`src/rtl/platform_scroll_if.sv`:
```
// Platform register-file port: combinational read by index, one write per strobe.
// Master is the scroll sequencer and the slave is the platform table.
interface platform_scroll_if #(
   parameter int IDX_W = 4
);
   logic [IDX_W-1:0] rd_idx;
   logic [8:0]       rd_x;
   logic [8:0]       rd_y;
   logic             wr_en;
   logic [IDX_W-1:0] wr_idx;
   logic [8:0]       wr_x;
   logic [8:0]       wr_y;

   modport master (output rd_idx, wr_en, wr_idx, wr_x, wr_y, input rd_x, rd_y);
   modport slave  (input rd_idx, wr_en, wr_idx, wr_x, wr_y, output rd_x, rd_y);
endinterface

```
`src/rtl/platform_scroll_sequencer.sv`:
```
// Per-frame platform scroll sweep with respawn; PLAT_SCROLL_STATS_EN builds the respawn counter.
// First write 3 Clk after a tick, 34-Clk sweep; ticks while busy queue one deep, then flag overrun.
module platform_scroll_sequencer #(
   parameter int          NUM_PLAT  = 16,
   parameter int          Y_MAX     = 479,
   parameter int          X_MIN     = 40,
   parameter int          X_SPAN    = 512,
   parameter logic [15:0] LFSR_SEED = 16'hACE1
) (
   input  logic               Clk,
   input  logic               Reset_n,
   input  logic               frame_clk,
   input  logic               scroll_en,
   input  logic [7:0]         scroll_amt,
   platform_scroll_if.master  pif,
   output logic               busy,
   output logic               done,
   output logic               overrun,
   output logic [15:0]        respawn_cnt
);
   localparam int IDX_W = $clog2(NUM_PLAT);
   localparam int XS_W  = $clog2(X_SPAN);

   typedef enum logic [2:0] {IDLE, LOAD, RD, WR, DONE} state_t;

   state_t           state, state_nxt;
   logic             frame_q;
   logic             tick;
   logic             acc_tick;
   logic             pending;
   logic [7:0]       amt_q;
   logic [IDX_W-1:0] idx;
   logic [8:0]       x_q, y_q;
   logic [15:0]      lfsr, lfsr_nxt;
   logic [9:0]       ny;
   logic             respawn;
   logic [8:0]       x_new, y_new;
   logic             last_slot;

   assign tick      = frame_clk & ~frame_q;
   assign acc_tick  = tick & scroll_en & (scroll_amt != 8'd0);
   assign lfsr_nxt  = {1'b0, lfsr[15:1]} ^ (lfsr[0] ? 16'hB400 : 16'h0000);
   assign ny        = {1'b0, y_q} + {2'b00, amt_q};
   assign respawn   = (ny > 10'(Y_MAX));
   assign y_new     = respawn ? 9'(ny - 10'(Y_MAX + 1)) : ny[8:0];
   // Respawn X wraps mod 512 if the window runs past the right edge.
   assign x_new     = respawn ? 9'(X_MIN) + 9'(lfsr_nxt[XS_W-1:0]) : x_q;
   assign last_slot = (idx == IDX_W'(NUM_PLAT - 1));

   always_ff @(posedge Clk or negedge Reset_n) begin
      if (!Reset_n) state <= IDLE;
      else          state <= state_nxt;
   end

   always_comb begin
      state_nxt = state;
      case (state)
         IDLE:    if (acc_tick || pending) state_nxt = LOAD;
         LOAD:    state_nxt = RD;
         RD:      state_nxt = WR;
         WR:      state_nxt = last_slot ? DONE : RD;
         DONE:    state_nxt = (pending || acc_tick) ? LOAD : IDLE;
         default: state_nxt = IDLE;
      endcase
   end

   always_ff @(posedge Clk or negedge Reset_n) begin
      if (!Reset_n) begin
         frame_q    <= 1'b0;
         pending    <= 1'b0;
         overrun    <= 1'b0;
         busy       <= 1'b0;
         done       <= 1'b0;
         amt_q      <= 8'd0;
         idx        <= '0;
         x_q        <= 9'd0;
         y_q        <= 9'd0;
         lfsr       <= LFSR_SEED;
         pif.rd_idx <= '0;
         pif.wr_en  <= 1'b0;
         pif.wr_idx <= '0;
         pif.wr_x   <= 9'd0;
         pif.wr_y   <= 9'd0;
      end else begin
         frame_q   <= frame_clk;
         pif.wr_en <= 1'b0;
         busy      <= (state_nxt != IDLE);
         done      <= (state_nxt == DONE);
         case (state)
            LOAD: begin
               amt_q      <= scroll_amt;
               idx        <= '0;
               pif.rd_idx <= '0;
               pending    <= 1'b0;
            end
            RD: begin
               x_q <= pif.rd_x;
               y_q <= pif.rd_y;
            end
            WR: begin
               pif.wr_en  <= 1'b1;
               pif.wr_idx <= idx;
               pif.wr_x   <= x_new;
               pif.wr_y   <= y_new;
               if (respawn) lfsr <= lfsr_nxt;
               if (!last_slot) begin
                  idx        <= idx + 1'b1;
                  pif.rd_idx <= idx + 1'b1;
               end
            end
            default: ;
         endcase
         // A tick during LOAD is a fresh request: the old pending is being consumed.
         if (acc_tick && state != IDLE) begin
            if (pending && state != LOAD) overrun <= 1'b1;
            else                          pending <= 1'b1;
         end
      end
   end

`ifdef PLAT_SCROLL_STATS_EN
   always_ff @(posedge Clk or negedge Reset_n) begin
      if (!Reset_n)                  respawn_cnt <= 16'h0000;
      else if (state == WR && respawn) respawn_cnt <= respawn_cnt + 16'd1;
   end
`else
   assign respawn_cnt = 16'h0000;
`endif

endmodule
```
`src/flat_wrapper.sv`:
```
// flat-port wrapper written by rule: the top's interface ports become plain ports
module platform_scroll_sequencer_flat 
#(
   parameter int          NUM_PLAT  = 16,
   parameter int          Y_MAX     = 479,
   parameter int          X_MIN     = 40,
   parameter int          X_SPAN    = 512,
   parameter logic [15:0] LFSR_SEED = 16'hACE1
)
  (Clk, Reset_n, frame_clk, scroll_en, scroll_amt, busy, done, overrun, respawn_cnt, pif_rd_idx, pif_wr_en, pif_wr_idx, pif_wr_x, pif_wr_y, pif_rd_x, pif_rd_y);
  platform_scroll_if pif_i ();
  input  logic Clk;
  input  logic Reset_n;
  input  logic frame_clk;
  input  logic scroll_en;
  input  logic [7:0] scroll_amt;
  output logic busy;
  output logic done;
  output logic overrun;
  output logic [15:0] respawn_cnt;
  output wire logic [$bits(pif_i.rd_idx)-1:0] pif_rd_idx;
  output wire logic [$bits(pif_i.wr_en)-1:0] pif_wr_en;
  output wire logic [$bits(pif_i.wr_idx)-1:0] pif_wr_idx;
  output wire logic [$bits(pif_i.wr_x)-1:0] pif_wr_x;
  output wire logic [$bits(pif_i.wr_y)-1:0] pif_wr_y;
  input wire logic [$bits(pif_i.rd_x)-1:0] pif_rd_x;
  input wire logic [$bits(pif_i.rd_y)-1:0] pif_rd_y;
  assign pif_rd_idx = pif_i.rd_idx;
  assign pif_wr_en = pif_i.wr_en;
  assign pif_wr_idx = pif_i.wr_idx;
  assign pif_wr_x = pif_i.wr_x;
  assign pif_wr_y = pif_i.wr_y;
  assign pif_i.rd_x = pif_rd_x;
  assign pif_i.rd_y = pif_rd_y;
  platform_scroll_sequencer #(.NUM_PLAT(NUM_PLAT), .Y_MAX(Y_MAX), .X_MIN(X_MIN), .X_SPAN(X_SPAN), .LFSR_SEED(LFSR_SEED)) u_core (.Clk(Clk), .Reset_n(Reset_n), .frame_clk(frame_clk), .scroll_en(scroll_en), .scroll_amt(scroll_amt), .pif(pif_i), .busy(busy), .done(done), .overrun(overrun), .respawn_cnt(respawn_cnt));
endmodule
```
`config.mk`:
```
export PLATFORM = sky130hd
export DESIGN_NAME = platform_scroll_sequencer_flat
export DESIGN_NICKNAME = d
export VERILOG_FILES = /design/src/rtl/platform_scroll_if.sv /design/src/rtl/platform_scroll_sequencer.sv /design/src/flat_wrapper.sv
export SDC_FILE = /design/constraint.sdc
export NUM_CORES = 1
export LEC_CHECK = 0
export ABC_CLOCK_PERIOD_IN_PS = 2940
export CORE_MARGIN = 2
export CORE_UTILIZATION = 28
export DETAILED_ROUTE_END_ITERATION = 8
export DONT_BUFFER_PORTS = 1
export GPL_TIMING_DRIVEN = 0
export PLACE_DENSITY = 0.51
export SLEW_MARGIN = 20
export SYNTH_ARGS = -nofsm -noshare
export SYNTH_HDL_FRONTEND = slang
export SYNTH_SLANG_ARGS = --single-unit
```
`constraint.sdc`:
```
create_clock -name Clk -period 2.94 [get_ports Clk]
set_input_delay 0.588 -clock Clk [delete_from_list [all_inputs] [get_ports Clk]]
set_output_delay 0.588 -clock Clk [all_outputs]
set_load 0.01 [all_outputs]
```
==> results.md <==
Run status:
- The run finished with clean final reports.

Synth:
- The combinational family with the most area after synthesis is multiplexers.
- After Yosys synthesis, XOR and XNOR cells account for 3.06% of the synthesized area.
- Summing every instance area after synthesis gives about 3700 sq um.
- The proportion of synthesized area in mux cells is 13.8%.
- The most used flip-flop cell after synthesis is dfrtp_1.
- Sequential cells were found to cover 52.1% of the synthesized design area.
- In the synthesized netlist the async set-or-reset flop fraction comes to 100%.
- In this run, synthesis produced a sequential element count of 77.
- After Yosys synthesis, and, or, nand and nor cells account for 9.93% of the synthesized area.
- The number of instances in the synthesized netlist is 322.
- The adder-cell area share of the yosys netlist is 4.24%.
- By count the netlist is led by dfrtp_1 (69), nand2_1 (46), mux2_2 (34).
- Yosys printed 0 warnings.
- Ranked by total cell area, the synthesized netlist is headed by dfrtp_1 (46%), mux2_2 (10%), dfstp_2 (5.7%).
- The number of different library cells used by synthesis comes to 48.
- Averaged over all synthesized cells, the footprint is between 10 and 15 sq um.
- The most area-hungry cell type in the Yosys netlist is dfrtp_1.
- The number of flops mapped to enable cells by yosys is 0.
- Yosys instantiated no cell more often than dfrtp_1.
- Summing the areas of all compound-gate instances in the mapped netlist gives 11.4% of the synthesized area.
- In this run the biggest area consumer among cell types represents 46.4% of the synthesized area.

Detailed routing:
- The wire length on met1 is 3850 um.
- Wires add up to 8360 um.
- Summed over all nets, wire length on met3 after detailed routing comes to 595 um.
- The detail route stage leaves a number of antenna-violating nets equal to 0.
- In the final routed layout, each cell accounts on average for 15.4 um.
- The post-detailed-route DRC marker count is 0.
- The highest metal layer with signal wires is met4.
- After detailed routing, the met2 layer carries roughly 3800 um of wire.
- The initial detailed-routing violation count is 83.
- The vias per cell is 4.55.
- The vias after detailed routing is 2467.
- The first TritonRoute pass finished after 4 iterations.

Flow run:
- Max-cap violations in this run came to 0.

Critical path:
- The category of the most critical setup path is flip-flop to flip-flop.
- The critical path goes through ha_4, fa_2, a21o_1, a221oi_4, o21ai_1, xor2_1, buf_4, a21oi_4, nor2_4, buf_8, mux2_4.
- The type of origin of the critical path is a flip-flop.
- In this run the register-to-register setup slack is ~0.13 ns.
- The reg-to-reg endpoint is u_core.lfsr[14]$_DFFE_PN0P_.
- The critical path's slowest cell is dfrtp_1.
- The source of the critical timing path is u_core.amt_q[0]$_DFFE_PN0P_.
- The startpoint of the worst register-to-register path is u_core.amt_q[0]$_DFFE_PN0P_.
- The worst setup path is captured at a flip-flop.
- The end of the critical path is u_core.lfsr[14]$_DFFE_PN0P_.
- The largest fanout on the critical path is 8.
- The required time at the worst-slack endpoint is about 3.2 ns.
- The worst register-to-register path has a depth of 11.
- The largest stage delay on the critical path is slightly above 0.4 ns.
- The worst path arrival time is 3.03 ns.

STA:
- The count of endpoints failing hold in the final timing report is 0.
- The post-route minimum period is 2.81 ns.
- The timing-limited maximum frequency is 0.355 GHz.
- Between clock sinks in the finished design, the worst skew comes to 0.00580 ns.
- The worst path uses 95.7% of the clock period.
- Measured against its own limit, the worst slew margin works out to about two fifths.
- The number of pins with negative max-slew slack in the final report is 0.
- The final worst hold slack is roughly 0.094 ns.
- The final total negative setup slack is 0 ns.
- For the pin with the worst max-slew slack, the measured transition is 0.896 ns.
- The number of endpoints failing setup at the final stage is 0.
- Setup repair after global routing could not meet its margin everywhere.

GRT:
- Global routing used 12.6% of the available tracks across all layers.
- The largest net degree at the start of global routing is 70.
- The total global routing overflow is 0.
- The first global-routing pass estimated 13800 um of wire.
- The number of global-route vias before repair is 2573.
- The initial antenna violation count is 0.

Clock tree:
- The CTS tree is done.
- The TritonCTS buffer count is 9.
- The count of H-tree levels built during CTS is 3.
- The total number of clock tree sinks is between 70 and 80.
- At the later pin of the worst-skew pair, clock insertion delay measures 0.33 ns.
- The number of buffers on the longest clock path is 2.
- The clock slew at the register clock pins of the worst setup and hold paths is 0.06 ns.
- The clock root buffer is clkbuf_16.

Floorplan:
- The die is 119 um tall.
- During I/O placement, the number of pins put on the boundary was 76.
- The placeable core area is 13100 sq um.
- The initial standard-cell utilization of the core is between 20% and 30%.
- The count of standard-cell rows is between 40 and 50.
- From left edge to right edge, the die measures 119 um.
- The die covers ~14000 sq um.

Place:
- In this run the tool buffered the top-level ports with 0 buffer cells.
- Detailed placement finished with a half-perimeter wire length of around 6000 um.
- At the end of routability-driven placement, the weighted congestion stood at 0.767.
- The instance count after placement with tap cells included is 513.

Pwr:
- For this design the total switching power over the nets is 2290 uW.
- Registers are responsible for roughly 32% of the overall power.
- The total power density per cell area is approximately 1300 nW/um^2.
- In this run, the combinational gates consume 49.4% of the power.
- IR analysis of the VDD net gives a maximum drop of between 0.4 and 0.5 mV.
- Internal power comes to about 3400 uW.
- Per report_power, the clock group accounts for a little under a fifth of the total.
- Net switching is 40.2% of the power.
- The total power after layout is 5680 uW.
- The leakage power summed over all cells is 0.00203 uW.

Cells and area:
- The repair_antennas step left the layout with diodes totalling 0.
- For this run, the post-layout net count is between 400 and 500.
- The final non-filler cell total is ~540.
- Compared with the post-synthesis result, the final layout area differs by 20.3%.
- The fraction of final layout cells sized beyond drive strength 1 is 29.5%.

Worst hold path:
- The min-delay analysis places its worst path in the category input port to asynchronous set/reset pin.
cells by family (layout without fill, tap and decap cells):
logic type | Yosys count | count (layout)
AND/OR/NAND/NOR | 81 | 81
flip-flops | 77 | 77
AO/OA/AOI/OAI | 62 | 62
multiplexers | 43 | 43
buffers and inverters | 33 | 62
XOR/XNOR | 13 | 13
adder cells (fa/ha/maj) | 12 | 12
other | 1 | 16
state kept, by name (all words and copies together), names as in the netlist:
signal	cells
u_core.pif.wr_x	9
u_core.pif.wr_idx	4
u_core.state	3
u_core.pif.wr_y	9
u_core.pending	1
u_core.done	1
u_core.overrun	1
u_core.lfsr	16
u_core.pif.wr_en	1
u_core.amt_q	8
u_core.y_q	9
u_core.frame_q	1
u_core.idx	4
u_core.x_q	9
u_core.busy	1
worst max-delay path: cells and delay by family (launching register included):
family	cells	cell delay, ns
compound gates	4	0.88
xor+xnor	1	0.16
fa+ha+maj	2	0.51
buf+inv	2	0.32
flops	1	0.41
mux	1	0.29
simple gates	1	0.11
metal layers:
| layer | track usage (%) | vias to the layer above |
|---|---|---|
| met1 | 16.0 | 1207 |
| li1 | - | 1196 |
| met2 | 19.4 | 55 |
| met4 | 4.69 | 0 |
| met5 | 0 | - |
| met3 | 4.84 | 9 |
power groups by stage:
stage	registers (uW)	clock network, uW	logic (uW)
6_report	1830	1050	2810
3_5_place_dp	1850	0	2370
4_1_cts	1840	1090	2580
5_1_grt	1890	1140	3150
2_1_floorplan	1740	0	1890
3_3_place_gp	1840	0	2320
placed cells by master (no fill, tap or decap), drive strengths merged, types with 5 or more instances in the layout:
cell type	instances
dfrtp	69
nand2	46
mux2	42
buf	30
o21ai	20
clkbuf	18
conb	16
a21oi	13
ha	11
nor2	10
xor2	9
inv	9
dfstp	8
a21o	5
nor3	5
a211oi	5
what timing repair did:
item	in CTS	in global routing
gates resized for setup	3	9
setup endpoints to repair	21	24
hold buffers	1	0
pin swaps	5	7
cloned	0	1
endpoints found under the hold margin	69	0
buffers inserted	7	4
through the flow:
stage               instance area (sq um)  util (%)  setup WS [ns]
finish                               4470      34.2          0.127
global route                         4470      34.2        -0.0123
CTS                                  4360      33.3         0.0137
detailed placement                   3990      30.5         -0.283
global placement                     3990      30.5         -0.229
floorplan                            3770         -         0.0917
worst min path at each step:
stage	start	end	slack, ns
after CTS	Reset_n	u_core.lfsr[6]$_DFFE_PN1P_	0.08
after global placement	Reset_n	u_core.x_q[3]$_DFFE_PN0P_	0.29
after floorplan	Reset_n	u_core.amt_q[0]$_DFFE_PN0P_	0.29
after detailed placement	Reset_n	u_core.pif.wr_x[3]$_DFFE_PN0P_	0.30
after global routing	Reset_n	u_core.lfsr[11]$_DFFE_PN1P_	0.08
final	Reset_n	u_core.lfsr[11]$_DFFE_PN1P_	0.09
area by class of cell:
type                            instances  area (sq um)
Timing Repair Buffer                   13           146
Sequential cell                        77          1940
Buffer                                 26           176
Tap cell                              176           220
Multi-Input combinational cell        227          1680
Fill cell                            1300          8610
Clock buffer                            9           225
Clock inverter                          7          56.3
Inverter                                7          26.3
(Power assumes the default switching activity.)
